[config.mk]
export PLATFORM = sky130hd
export DESIGN_NAME = edit_fifo
export DESIGN_NICKNAME = d
export VERILOG_FILES = /design/src/rtl/edit_fifo.sv
export SDC_FILE = /design/constraint.sdc
export NUM_CORES = 1
export LEC_CHECK = 0
export CAP_MARGIN = 20
export CELL_PAD_IN_SITES_DETAIL_PLACEMENT = 0
export CELL_PAD_IN_SITES_GLOBAL_PLACEMENT = 1
export CORE_MARGIN = 5
export CORE_UTILIZATION = 50
export CTS_CLUSTER_SIZE = 24
export DETAILED_ROUTE_END_ITERATION = 8
export PLACE_DENSITY = 0.79
export SYNTH_ARGS = -nofsm -noshare
export SYNTH_HDL_FRONTEND = slang
export SYNTH_SLANG_ARGS = --single-unit
[constraint.sdc]
create_clock -name clk -period 7.15 [get_ports clk]
set_clock_uncertainty 0.05 [all_clocks]
set_input_delay 0.715 -clock clk [delete_from_list [all_inputs] [get_ports clk]]
set_output_delay 0.715 -clock clk [all_outputs]
set_load 0.005 [all_outputs]
[src/rtl/edit_fifo.sv]
// -----------------------------------------------------------------------------
// edit_fifo
// Synchronous FIFO with an "edit" port: besides normal write/read it can
// delete (backspace) the most recently written unread word, or replace that
// word in place when delete and write are asserted together.
//
// Ports
//   clk          rising-edge clock for all state
//   rst          asynchronous active-low reset (release synchronised outside)
//   we           write request, data taken from data_in
//   re           read request, data_out updated one cycle later
//   del          delete / replace the newest unread word
//   clr          synchronous flush of contents and error flags
//   data_in      write data
//   data_out     registered read data, held between reads
//   rvalid       one-cycle pulse: data_out was updated by a read
//   empty, full, almost_full   occupancy flags (from registered pointers)
//   count        words stored, 0..DEPTH
//   ovf, udf     sticky overflow / underflow flags, cleared by clr or reset
// -----------------------------------------------------------------------------
module edit_fifo #(
    parameter int DATA_W   = 4,
    parameter int ADDR_W   = 8,
    parameter int AFULL_TH = (1 << ADDR_W) - 4
) (
    input  logic              clk,
    input  logic              rst,
    input  logic              we,
    input  logic              re,
    input  logic              del,
    input  logic              clr,
    input  logic [DATA_W-1:0] data_in,
    output logic [DATA_W-1:0] data_out,
    output logic              rvalid,
    output logic              empty,
    output logic              full,
    output logic              almost_full,
    output logic [ADDR_W:0]   count,
    output logic              ovf,
    output logic              udf
);

    localparam int              DEPTH     = 1 << ADDR_W;
    localparam logic [ADDR_W:0] DEPTH_CNT = {1'b1, {ADDR_W{1'b0}}};
    localparam logic [ADDR_W:0] AFULL_CNT = (ADDR_W+1)'(AFULL_TH);
    localparam logic [ADDR_W:0] PTR_ONE   = (ADDR_W+1)'(1);

    // Storage: no reset so it maps onto block RAM.
    logic [DATA_W-1:0] mem [0:DEPTH-1];

    // Pointers carry one extra wrap bit so full and empty are distinguishable.
    logic [ADDR_W:0]   w_ptr_reg, w_ptr_next;
    logic [ADDR_W:0]   r_ptr_reg, r_ptr_next;
    logic              ovf_reg, ovf_next;
    logic              udf_reg, udf_next;
    logic              rvalid_reg;
    logic [DATA_W-1:0] data_out_reg;

    logic              rd_en;
    logic              mem_we;
    logic [ADDR_W-1:0] mem_waddr;
    logic [ADDR_W:0]   w_last;

    assign count       = w_ptr_reg - r_ptr_reg;
    assign empty       = (count == '0);
    assign full        = (count == DEPTH_CNT);
    assign almost_full = (count >= AFULL_CNT);
    assign w_last      = w_ptr_reg - PTR_ONE;

    // Next-state decision, all taken on the pre-edge state.
    // Priority: clr, then del (only meaningful when something is stored),
    // then the ordinary write/read pair. A read accompanying del needs at
    // least two words, otherwise the only word is being deleted/replaced and
    // the read is silently dropped (no underflow). When del finds the FIFO
    // empty it is ignored and any we/re behave as plain requests.
    always_comb begin
        w_ptr_next = w_ptr_reg;
        r_ptr_next = r_ptr_reg;
        ovf_next   = ovf_reg;
        udf_next   = udf_reg;
        rd_en      = 1'b0;
        mem_we     = 1'b0;
        mem_waddr  = w_ptr_reg[ADDR_W-1:0];

        if (clr) begin
            w_ptr_next = '0;
            r_ptr_next = '0;
            ovf_next   = 1'b0;
            udf_next   = 1'b0;
        end else if (del && !empty) begin
            if (we) begin
                // Replace-last: overwrite the newest word, pointer unchanged.
                mem_we    = 1'b1;
                mem_waddr = w_last[ADDR_W-1:0];
            end else begin
                w_ptr_next = w_last;
            end
            if (re && (count > PTR_ONE)) begin
                rd_en      = 1'b1;
                r_ptr_next = r_ptr_reg + PTR_ONE;
            end
        end else begin
            if (re) begin
                if (empty) begin
                    udf_next = 1'b1;
                end else begin
                    rd_en      = 1'b1;
                    r_ptr_next = r_ptr_reg + PTR_ONE;
                end
            end
            if (we) begin
                // A full FIFO drops the write even if a read frees a slot
                // this same cycle.
                if (full) begin
                    ovf_next = 1'b1;
                end else begin
                    mem_we     = 1'b1;
                    w_ptr_next = w_ptr_reg + PTR_ONE;
                end
            end
        end
    end

    always_ff @(posedge clk or negedge rst) begin
        if (!rst) begin
            w_ptr_reg    <= '0;
            r_ptr_reg    <= '0;
            ovf_reg      <= 1'b0;
            udf_reg      <= 1'b0;
            rvalid_reg   <= 1'b0;
            data_out_reg <= '0;
        end else begin
            w_ptr_reg  <= w_ptr_next;
            r_ptr_reg  <= r_ptr_next;
            ovf_reg    <= ovf_next;
            udf_reg    <= udf_next;
            rvalid_reg <= rd_en;
            if (rd_en) begin
                data_out_reg <= mem[r_ptr_reg[ADDR_W-1:0]];
            end
        end
    end

    // A read and a write never target the same address in one cycle: a read
    // only happens when at least one (two, with del) words are stored, so the
    // read slot is always older than the write slot.
    always_ff @(posedge clk) begin
        if (mem_we && rst) begin
            mem[mem_waddr] <= data_in;
        end
    end

    assign data_out = data_out_reg;
    assign rvalid   = rvalid_reg;
    assign ovf      = ovf_reg;
    assign udf      = udf_reg;

endmodule

# [After elaboration in Yosys (flattened, before gate mapping)]
# Memories as Yosys holds them, arrays and structs flattened. A register that Yosys moved wholly into a read port is not among the register bits.
# Cells that the tools add are included.
[op_classes] n_addsub=4 n_lt_le_gt_ge=2 n_eq_ne=6 muxes=33 reduce_logical=16
[op_table] op="9-bit 2-to-1 mux" n=10
[op_table] op="8-bit 2-to-1 mux" n=3
[op_table] op="1-bit 2-to-1 mux" n=20
[op_table] op="9-bit by 1-bit adder with 9-bit output, second input constant" n=2
[op_table] op="3-bit AND reduction" n=4
[op_table] op="9-bit == test, second input constant" n=1
[op_table] op="9-bit by 8-bit greater-or-equal comparator with 1-bit output, second input constant" n=1
[op_table] op="9-bit by 1-bit > comparator with 1-bit output, second input constant" n=1
[op_table] op="9-bit logical NOT" n=1
[op_table] op="3-bit by 2-bit != test with 1-bit output, second input constant" n=3
[op_table] op="9-bit by 1-bit subtractor with 9-bit output, second input constant" n=1
[op_table] op="9-bit subtractor" n=1
[op_table] op="2-bit nonzero test" n=4
[op_table] op="3-bit nonzero test" n=2
[op_table] op="1-bit logical AND" n=3
[op_table] op="3-bit != test, second input constant" n=1
[op_table] op="1-bit logical NOT" n=2
[op_table] op="2-bit != test, second input constant" n=1
[totals] reg_bits=21 ramBits=1024 input_bits=10 out_inout_bits=19 word_cells=67 memories=1
[memory_table] name="mem" words=256 width=4 rd=1 rd_ports_with_merged_regs=1 wr=1 line_no="49" source="logic [DATA_W-1:0] mem [0:DEPTH-1];"

# [Longest topological paths before layout]
[logic_depth] ltp_word=9 depth_mapped=19 depth_no_buf=13

# [Worst setup path before layout]
# No wires, ideal clock.
[synth_path] path_type="reg-to-reg" start="register r_ptr_reg[1]" end="memory mem[202][0], enable pin" setup_ps=377 arrival_ps=4890 required_time_ps=6723 slack_ps=1833 path_stages_with_launch=20 n_path_buf=8 synth_period_minus_slack_ps=5317 path_cell_list="dfrtp_1 buf_2 buf_1 clkbuf_1 buf_1 inv_2 buf_2 fa_1 and3_1 o21a_1 or4_1 and3_1 buf_2 inv_4 o31ai_2 buf_4 nor2_2 o21ai_1 buf_2 nor4_1"
[synth_between] elab_chain_cells=9 elab_cells_between_ends=14 cone_classes="1 x add/sub; 1 x eq/ne; 8 x mux; 4 x reduce/logical"
[synth_rtl] element="start, declared" line_no="53" source="logic [ADDR_W:0] r_ptr_reg, r_ptr_next;"
[synth_rtl] element="start signal, assigned" line_no="134" source="r_ptr_reg <= r_ptr_next;"
[synth_rtl] element="9-bit subtractor *" line_no="64" source="assign count = w_ptr_reg - r_ptr_reg;"
[synth_rtl] element="via count[8]" line_no="38" source="output logic [ADDR_W:0] count,"
[synth_rtl] element="9-bit == test or 9-bit logical NOT (tied branches)" line_no="66, 65"
[synth_rtl] element="1-bit 2-to-1 mux or 1-bit logical NOT (tied branches)" line_no="114, 90"
[synth_rtl] element="1-bit 2-to-1 mux or 1-bit logical AND (tied branches)" line_no="111, 90"
[synth_rtl] element="1-bit 2-to-1 mux" line_no="90" source="end else if (del && !empty) begin"
[synth_rtl] element="1-bit 2-to-1 mux" line_no="85" source="if (clr) begin"
[synth_rtl] element="1-bit logical AND" line_no="148" source="if (mem_we && rst) begin"
[synth_rtl] element="1-bit 2-to-1 mux" line_no="148"
[synth_rtl] element="1-bit 2-to-1 mux (not written as such)" line_no="149" source="mem[mem_waddr] <= data_in;"
[synth_rtl] element="end, declared" line_no="49"
# The timed path passes the listed nets; every way through them passes the cells marked *.

# [Worst setup path in the final report]
[layout_path] start="register r_ptr_reg[2]" end="memory mem[149][1], enable pin"
[layout_between] elab_chain_cells=9 elab_cells_between_ends=14 cone_classes="1 x add/sub; 1 x eq/ne; 8 x mux; 4 x reduce/logical"
[layout_rtl] element="9-bit subtractor *" line_no="64"
[layout_rtl] element="9-bit == test or 9-bit logical NOT (tied branches)" line_no="66, 65"
[layout_rtl] element="1-bit 2-to-1 mux or 1-bit logical NOT (tied branches)" line_no="114, 90"
[layout_rtl] element="1-bit 2-to-1 mux or 1-bit logical AND (tied branches)" line_no="111, 90"
[layout_rtl] element="1-bit 2-to-1 mux" line_no="90"
[layout_rtl] element="1-bit 2-to-1 mux" line_no="85"
[layout_rtl] element="1-bit logical AND" line_no="148"
[layout_rtl] element="1-bit 2-to-1 mux" line_no="148"
[layout_rtl] element="1-bit 2-to-1 mux (not written as such)" line_no="149"
# Mark *: on every way between the ends. The rest lies on a longest branch, timed or not.

==> results_dict.tcl <==
set metrics [dict create \
    maxCapViolCount 0 \
    ioPinCount 29 \
    place_inst 3334 \
    use_met1_pct 30.38 \
    grt_max_degree 237 \
    syn_inst 2239 \
    fin_setup_tns_ns 0 \
    rsz0062_at_grt "no" \
    track_usage_pct 21.80 \
    dr.pass1.iters 5 \
    cts_root_buffer "clkbuf_16" \
    io_buffers 28 \
    worst_pin_slew_ns 1.119 \
    drive_gt1_share_pct 23.03 \
    fp.dieH_um 302.8 \
    synthToLayoutAreaGrowth_pct 11.47 \
    met3_usage_pct 4.601 \
    clk_pin_slew_ns 0.06 \
    place_ws_ns 1.833 \
    finalWirelength_um 98620 \
    ys_ff_latch 1049 \
    nets 2319 \
    yosysSeqAreaShare_pct 73.20 \
    clock-sinks 1049 \
    final_area_um2 47780 \
    synthesis.nets 2262 \
    min_from "data_in[0]" \
    nFillCells 6246 \
    numCtsBuffers 100 \
    async_flop_share_pct 2.383 \
    cp-end-kind "flip-flop" \
    critical_path_class "flip-flop to flip-flop" \
    fmax_mhz 186.3 \
    placementRows 107 \
    hold_class "input pin to flip-flop" \
    fin_crit_ns 5.367 \
    synthTopCellsByArea "edfxtp_1, mux4_2, nor2_1" \
    grt_overflow 0 \
    antenna_found_initial 3 \
    largest_register_ffs 1024 \
    synth_top_area_cell "edfxtp_1" \
    dieArea_um2 91680 \
    ir_drop_uv 201.9 \
    die_w_um 302.8 \
    power.leakage_nw 14.70 \
    cellPowerDensity_nw_per_um2 303.5 \
    final.setup.worst_slack_ns 1.783 \
    htreeDepth 3 \
    required_ns 7.40 \
    via_per_inst 6.212 \
    vias 21891 \
    ant_nets 0 \
    core_um2 85150 \
    clkLatencyLatePin_ns 0.66 \
    synth.most_common_cell "edfxtp_1" \
    ys_top_cells_by_count "edfxtp_1, mux4_2, nor2_1" \
    rr_worst_depth 11 \
    hpwlAfterDp_um 60950 \
    drt-initial-drc-count 2471 \
    layout.cells.non_filler 3524 \
    place.gp.congestion 0.8495 \
    syn_area_per_cell_um2 19.14 \
    synth_ff_type "edfxtp_1" \
    hold_buffers 0 \
    crit_arrival_ns 5.62 \
    cts_setup_buffers 0 \
    tritoncts "built" \
    cts_resized 0 \
    routedWlPerCell_um 27.99 \
    synth_area_um2 42860 \
    slowest_stage "nor3_1" \
    slowest_delay_ns 0.70 \
    crit_chain "buf_4 -> inv_1 -> ha_1 -> or2_2 -> o31a_1 -> and4_1 -> a211oi_4 -> nor3_2 -> a21oi_2 -> o211ai_2 -> nor3_1" \
    final_max_slew_viol_count 0 \
    regToRegSetupSlack_ns 1.78 \
    drc 0 \
    setup_viol 0 \
    hold_end "mem[47][0]" \
    status "finished, final reports clean" \
    busiest_layer "met2" \
    worstPathMaxFanout 23 \
    fin_crit_sh_pct 75.06 \
    crit-reg2reg-launch "r_ptr_reg[2]" \
    first_global_vias 22662 \
    grt_pass1_wl_um 148300 \
    hold_viol 0 \
    worst_setup_path_start_kind "flip-flop" \
    ys_warn_count 0 \
    initial_core_util_pct 50.34 \
    cts.path.max_buffers 3 \
    yosysUniqueCellTypes 74 \
    relSlewSlack_pct 25.42 \
    synth_top_area_share_pct 71.74 \
    synth_edf_count 1024 \
    r2r_end "mem[149][1]" \
    antenna_cells 0 \
    hold-path-cell-count 1 \
    placed_cell_area_um2 44460 \
    gr-usage-met2_pct 35.44 \
]
==> power by group <==
part           switching, W  internal (W)  total [W]
combinational       0.00134       0.00105    0.00239
sequential        0.0000963       0.00678    0.00688
clock               0.00226       0.00298    0.00524
total               0.00369        0.0108     0.0145
==> how the worst max path moves through the flow <==
stage / slack (ns) / endpoint / from
floorplan: 1.83 / mem[202][0] / r_ptr_reg[1]
global placement: 2.07 / mem[199][2] / r_ptr_reg[0]
detailed placement: 1.83 / mem[149][1] / r_ptr_reg[2]
CTS: 1.79 / mem[166][3] / r_ptr_reg[2]
global route: 1.52 / mem[166][0] / r_ptr_reg[2]
finish: 1.78 / mem[149][1] / r_ptr_reg[2]
==> kinds of logic (layout without fill, tap and decap cells) <==
logic type / Yosys count / after routing / synth area share [%]
xor+xnor: 16 / 16 / 0.3269
buf+inv: 156 / 297 / 1.591
compound gates: 172 / 172 / 3.057
fa+ha+maj: 13 / 13 / 0.3970
simple gates: 496 / 496 / 5.120
mux: 337 / 337 / 16.30
flops: 1049 / 1049 / 73.20
==> worst max-delay path, delay by kind of cell (launching register included) <==
kind,cells,cell delay [ns]
AND/OR/NAND/NOR,4,1.41
adder cells (fa/ha/maj),1,0.40
AO/OA/AOI/OAI,4,1.96
flip-flops,1,0.37
buffers and inverters,2,0.79
==> final cells by class <==
cell class | count | area (µm²) | share of cell area, %
clock buffer | 122 | 2606 | 5.455
inverter | 16 | 62.56 | 0.1309
timing repair buffer | 95 | 832.0 | 1.742
multi-input combinational | 1034 | 10810 | 22.62
clock inverter | 64 | 651.9 | 1.364
sequential | 1049 | 31380 | 65.69
tap | 1144 | 1431 | 2.996
==> layout by cell type, fill, tap and decap left out, types with 18 or more instances in the layout <==
cell,n
nand3_1,18
clkdlybuf4s50_1,24
nand2_1,83
clkinv_1,18
a21oi_1,35
nor3_1,45
clkbuf_1,21
mux4_2,288
clkbuf_16,101
dfrtp_1,23
a22oi_1,19
o211ai_1,18
nor2_1,268
nor4_1,20
edfxtp_1,1024
clkinv_2,22
buf_4,62
mux2i_1,40
==> stage by stage <==
step	hold slack (ns)	utilization (%)	total power, W
3_5_place_dp	0.4768	52.22	0.009390
2_1_floorplan	0.3694	-	0.008599
5_1_grt	0.3353	56.11	0.01505
3_3_place_gp	0.4270	52.20	0.009360
4_1_cts	0.3170	56.04	0.01460
6_report	0.3373	56.11	0.01450
==> per-layer routing <==
metal	vias to the layer above	routed length [µm]
li1	9280	-
met1	11484	39600
met2	955	48230
met3	168	8013
met4	4	2750
met5	-	27
Note: power is estimated with default switching activity, not from simulation.
